===== config.mk =====
export PLATFORM = sky130hd
export DESIGN_NAME = bike_reg_bank_arb
export DESIGN_NICKNAME = d
export VERILOG_FILES = /design/src/rtl/bike_pkg.sv /design/src/rtl/bike_rr_arb2.sv /design/src/rtl/bike_reg_bank_arb.sv
export SDC_FILE = /design/constraint.sdc
export NUM_CORES = 1
export LEC_CHECK = 0
export BUFFER_PORTS_ARGS = -buffer_cell sky130_fd_sc_hd__buf_2
export CORE_UTILIZATION = 45
export DETAILED_ROUTE_END_ITERATION = 12
export PLACE_DENSITY = 0.95
export SYNTH_ARGS = -nofsm -noshare
export SYNTH_HDL_FRONTEND = slang
export SYNTH_SLANG_ARGS = --single-unit

===== constraint.sdc =====
create_clock -name clk -period 2.3 [get_ports clk]
set_clock_uncertainty 0.1 [all_clocks]
set_input_delay 0.46 -clock clk [delete_from_list [all_inputs] [get_ports clk]]
set_output_delay 0.46 -clock clk [all_outputs]
set_load 0.005 [all_outputs]

===== src/rtl/bike_pkg.sv =====
// Shared types and helpers for the BIKE register-bank write arbiter.
// Holds the controller state enum, the bank word width and a one-hot decoder.

package bike_pkg;

  localparam int unsigned WORD_W   = 32;
  localparam int unsigned MAX_SIZE = 64;

  typedef enum logic {
    IDLE,
    CLEAR
  } bike_state_e;

  // Index is 6 bits wide so every legal bank size (up to 64) fits.
  function automatic logic [MAX_SIZE-1:0] onehot(input logic [5:0] idx);
    logic [MAX_SIZE-1:0] v;
    v      = '0;
    v[idx] = 1'b1;
    return v;
  endfunction

endpackage


===== src/rtl/bike_rr_arb2.sv =====
// Two-port round-robin arbiter: the port not granted last wins a tie.
// The last-grant register advances only when the grant is actually consumed (en).

module bike_rr_arb2 (
  input  logic       clk,
  input  logic       reset,
  input  logic [1:0] req,
  input  logic       en,
  output logic [1:0] gnt
);

  logic last_b_q, last_b_d;

  always_comb begin
    if (req == 2'b11) begin
      gnt = last_b_q ? 2'b01 : 2'b10;
    end else begin
      gnt = req;
    end
  end

  assign last_b_d = (en && (gnt != 2'b00)) ? gnt[1] : last_b_q;

  // Reset as if B won last, so A has priority on the first tie.
  always_ff @(posedge clk or posedge reset) begin
    if (reset) begin
      last_b_q <= 1'b1;
    end else begin
      last_b_q <= last_b_d;
    end
  end

endmodule


===== src/rtl/bike_reg_bank_arb.sv =====
// Arbitrates host-load (A) and write-back (B) writes into a SIZE-entry register bank.
// Optional clear sweep is compiled in with BIKE_REG_BANK_ARB_CLEAR_EN.

module bike_reg_bank_arb
  import bike_pkg::*;
#(
  parameter int unsigned SIZE = 8,
  parameter int unsigned AW   = $clog2(SIZE)
) (
  input  logic              clk,
  input  logic              reset,
  input  logic              a_valid,
  output logic              a_ready,
  input  logic [AW-1:0]     a_addr,
  input  logic [WORD_W-1:0] a_data,
  input  logic              b_valid,
  output logic              b_ready,
  input  logic [AW-1:0]     b_addr,
  input  logic [WORD_W-1:0] b_data,
  input  logic              clr_start,
  output logic              busy,
  output logic [SIZE-1:0]   bank_en,
  output logic [WORD_W-1:0] bank_din,
  output logic [SIZE-1:0]   written,
  output logic              all_written,
  output logic              addr_err
);

  bike_state_e state_q, state_d;

  logic [1:0]        gnt;
  logic              accept_ok;
  logic              clr_go;
  logic              xfer;
  logic [AW-1:0]     sel_addr;
  logic [WORD_W-1:0] sel_data;
  logic              sel_in_range;
  logic [SIZE-1:0]   sel_dec;

  logic [SIZE-1:0]   wr_en_q, wr_en_d;
  logic [WORD_W-1:0] wr_din_q, wr_din_d;
  logic [SIZE-1:0]   written_q, written_d;
  logic              addr_err_q, addr_err_d;

`ifdef BIKE_REG_BANK_ARB_CLEAR_EN
  logic [AW-1:0] cnt_q, cnt_d;

  assign clr_go = (state_q == IDLE) && clr_start;
`else
  logic unused_clr_start;

  assign unused_clr_start = clr_start;
  assign clr_go           = 1'b0;
`endif

  // A clear request in IDLE blocks any transfer that same cycle.
  assign accept_ok = !reset && (state_q == IDLE) && !clr_go;
  assign xfer      = accept_ok && (gnt != 2'b00);

  bike_rr_arb2 u_arb (
    .clk   (clk),
    .reset (reset),
    .req   ({b_valid, a_valid}),
    .en    (accept_ok),
    .gnt   (gnt)
  );

  assign sel_addr     = gnt[1] ? b_addr : a_addr;
  assign sel_data     = gnt[1] ? b_data : a_data;
  assign sel_in_range = 32'(sel_addr) < SIZE;
  assign sel_dec      = SIZE'(onehot(6'(sel_addr)));

  // State register
  always_ff @(posedge clk or posedge reset) begin
    if (reset) begin
      state_q <= IDLE;
    end else begin
      state_q <= state_d;
    end
  end

  // Next-state logic
  always_comb begin
    state_d = state_q;
`ifdef BIKE_REG_BANK_ARB_CLEAR_EN
    cnt_d   = cnt_q;
    unique case (state_q)
      IDLE: begin
        if (clr_start) begin
          state_d = CLEAR;
          cnt_d   = '0;
        end
      end
      CLEAR: begin
        if (cnt_q == AW'(SIZE - 1)) begin
          state_d = IDLE;
        end else begin
          cnt_d = cnt_q + AW'(1);
        end
      end
      default: state_d = IDLE;
    endcase
`else
    state_d = IDLE;
`endif
  end

  // Output logic
  always_comb begin
    busy     = 1'b0;
    bank_en  = wr_en_q;
    bank_din = wr_din_q;
    a_ready  = accept_ok && gnt[0];
    b_ready  = accept_ok && gnt[1];
`ifdef BIKE_REG_BANK_ARB_CLEAR_EN
    if (state_q == CLEAR) begin
      busy     = 1'b1;
      bank_en  = SIZE'(onehot(6'(cnt_q)));
      bank_din = '0;
    end
`endif
  end

`ifdef BIKE_REG_BANK_ARB_CLEAR_EN
  always_ff @(posedge clk or posedge reset) begin
    if (reset) begin
      cnt_q <= '0;
    end else begin
      cnt_q <= cnt_d;
    end
  end
`endif

  // Write path: accepted word appears on the bank one cycle later.
  always_comb begin
    wr_en_d    = '0;
    wr_din_d   = '0;
    written_d  = written_q;
    addr_err_d = addr_err_q;
    if (clr_go) begin
      written_d  = '0;
      addr_err_d = 1'b0;
    end else if (xfer) begin
      if (sel_in_range) begin
        wr_en_d   = sel_dec;
        wr_din_d  = sel_data;
        written_d = written_q | sel_dec;
      end else begin
        addr_err_d = 1'b1;
      end
    end
  end

  always_ff @(posedge clk or posedge reset) begin
    if (reset) begin
      wr_en_q    <= '0;
      wr_din_q   <= '0;
      written_q  <= '0;
      addr_err_q <= 1'b0;
    end else begin
      wr_en_q    <= wr_en_d;
      wr_din_q   <= wr_din_d;
      written_q  <= written_d;
      addr_err_q <= addr_err_d;
    end
  end

  assign written     = written_q;
  assign all_written = &written_q;
  assign addr_err    = addr_err_q;

endmodule


==> flow_summary.yaml <==
outcome:
  outcome: "finished clean"
global_routing:
  grt_pass1_vias: 1645
  grt_pass1_wl_mm: 7.07
  grt_start_max_net_pins: 31
  grt_overflow: 0
  antenna_found_initial: 0
  grtUsageTotal_pct: 20.6
critical_path:
  cp_max_fo: 9
  start_kind: "flip-flop"
  cp.arrival_ns: 1.41
  max_stage_delay_ns: 0.57
  critical_path.top_delay_family: "flip-flops"
  cp_slowest_cell: "dfstp_2"
  path_class: "reg -> out"
  crit_chain: "a21bo_1 > nor2_1 > buf_2"
  worstPathRequired_ns: 1.74
  critPathCaptureType: "primary output"
  critPathBufInv: 1
logic_synthesis:
  synth_cell_types: 23
  synth-simple-area-share_pct: 18.1
  synth_xor_area_share_pct: 0
  synth_seq_cells: 49
  syn_area_per_cell_um2: 9.78
  synth_top_area_share_pct: 59.9
  synth_mux_area_share_pct: 2.25
  seq_area_frac_synth_pct: 61.2
  synth-main-ff-cell: "dfrtp_1"
  yosysTopAreaCell: "dfrtp_1"
  async_reset_ff_share_pct: 100
  synth_edf_count: 0
  synth_top_family_by_area: "simple AND/OR/NAND/NOR gates"
  syn-instance-count: 205
  synthTopCellsByArea: "dfrtp_1 (60%), nand2_1 (12%), a21oi_1 (8.2%)"
  yosys.area_share.adder_pct: 0
  synth_warnings: 0
  yosysMostFrequentCell: "nand2_1"
  synth-compound-area-share_pct: 14.5
  synth_common_cells: "nand2_1 (66), dfrtp_1 (48), a21oi_1 (33)"
  netlist_area_mm2: 0.00201
clocking:
  clk_pin_slew_ns: 0.09
  cts.sinks: 49
  post_cts_buffers: 0
  clk_root_buffer_cell: "clkbuf_8"
  cts_made_buffers: 5
  clk_path_buf_depth: 2
  htree_levels: 2
  clk_latency_ns: 0.28
  cts_hold_buf: 0
  cts_tree: "done"
  postCtsResizedCells: 0
die:
  initial_core_util_pct: 48.4
  core_area_mm2: 0.00414
  io_pins: 128
  rows: 23
  die_y_um: 68.8
  die-width_um: 68.8
  dieArea_mm2: 0.00473
timing:
  finalMaxSlewViolations: 0
  finalCritPeriodShare_pct: 85.6
  setup_viol: 0
  finalCriticalPeriod_ns: 1.97
  rsz0062_at_grt: "no"
  fmax_ghz: 0.508
  hold_viol: 0
  whs_ns: 0.138
  tns_ns: 0
  setup_ws_ns: 0.330
route:
  vias: 1820
  drt_wl_total_mm: 4.83
  final_antenna_net_count: 0
  dr.first_iter.drc_count: 48
  firstDrtPassIters: 4
  wl_per_cell_um: 12.6
  vias_per_cell: 4.75
  drcViolationCount: 0
placement:
  gp_congestion: 0.803
  port_buffers: 124
  dp.cells: 375
  dpl_worst_slack_ns: 0.517
  dp_hpwl_mm: 3.75
  place_area_mm2: 0.00268
layout:
  finalNonFillerCells: 383
  area_delta_synth_final_pct: 39.6
  final_cell_area_mm2: 0.00280
  drive_above_1_share_pct: 43.8
  nets: 407
  antennaDiodeCount: 0
  fillers: 328
  final_util_pct: 67.6
run:
  drv_cap: 0
power_and_ir_drop:
  power.density_mw_per_mm2: 702
  ir_worst_vdd_uv: 383
  total_power_mw: 1.96
  leakage_nw: 1.56
worst_hold_path:
  hp-class: "in -> async"
==> worst min-delay path, stage by stage <==
cell   delay, ns
buf_2       0.13
inv_2       0.05
buf_4       0.27
==> kinds of logic (layout without fill, tap and decap cells) <==
kind of cell	after synthesis	in the layout
DFF	49	49
and+or+nand+nor	90	90
other	1	2
AOI/OAI and AO/OA	47	47
buffers and inverters	14	141
muxes	4	4
==> flip-flops by register name (all words and copies together) (netlist names) <==
name            count
written             8
bank_din           32
u_arb.last_b_q      1
bank_en             8
==> cell usage in the layout (no fill, tap or decap), drive strengths merged <==
cell type,count
bufinv,1
nor2,14
dfstp,1
nand2,66
buf,132
o21ai,1
a21boi,1
dfrtp,48
a21bo,1
mux2,1
mux2i,3
inv,1
and3,1
a32oi,2
a21oi,33
nor2b,6
o21bai,8
a31oi,1
clkbuf,7
conb,2
nand2b,1
nand4,2
==> where the power goes <==
group,total (mW),switching (mW),internal [mW]
combinational,0.381,0.197,0.184
clock,0.613,0.258,0.354
sequential,0.971,0.0359,0.935
==> final timing paths <==
| kind | startpoint | endpoint | slack (ns) | cells after the start |
|---|---|---|---|---|
| max | u_arb.last_b_q | b_ready | 0.33 | 3 |
| min | reset | written[5] | 0.14 | 3 |
| max reg2reg | u_arb.last_b_q | written[4] | 0.64 | 3 |
| min reg2reg | written[1] | written[1] | 0.41 | 1 |
| max in group asynchronous | reset | written[2] | 1.28 | 4 |
| min in group clk | b_data[2] | bank_din[2] | 0.29 | 3 |
==> area by class of cell <==
type                            instances  area [um^2]  area share, %
Sequential cell                        49         1230           43.8
Tap cell                               50         62.6           2.23
Inverter                                1         3.75          0.134
Multi-Input combinational cell        143          709           25.3
Clock inverter                          1         30.0           1.07
Timing Repair Buffer                  132          681           24.3
Clock buffer                            7         86.3           3.08
==> per-layer routing <==
| metal | GRT usage [%] | vias to the layer above | wire [um] |
|---|---|---|---|
| met3 | 6.91 | 2 | 359 |
| met2 | 38.1 | 78 | 2510 |
| met4 | 5.87 | 0 | 18 |
| met5 | 0 | - | 0 |
| met1 | 22.3 | 823 | 1950 |
| li1 | - | 917 | - |
(Power assumes the default switching activity.)
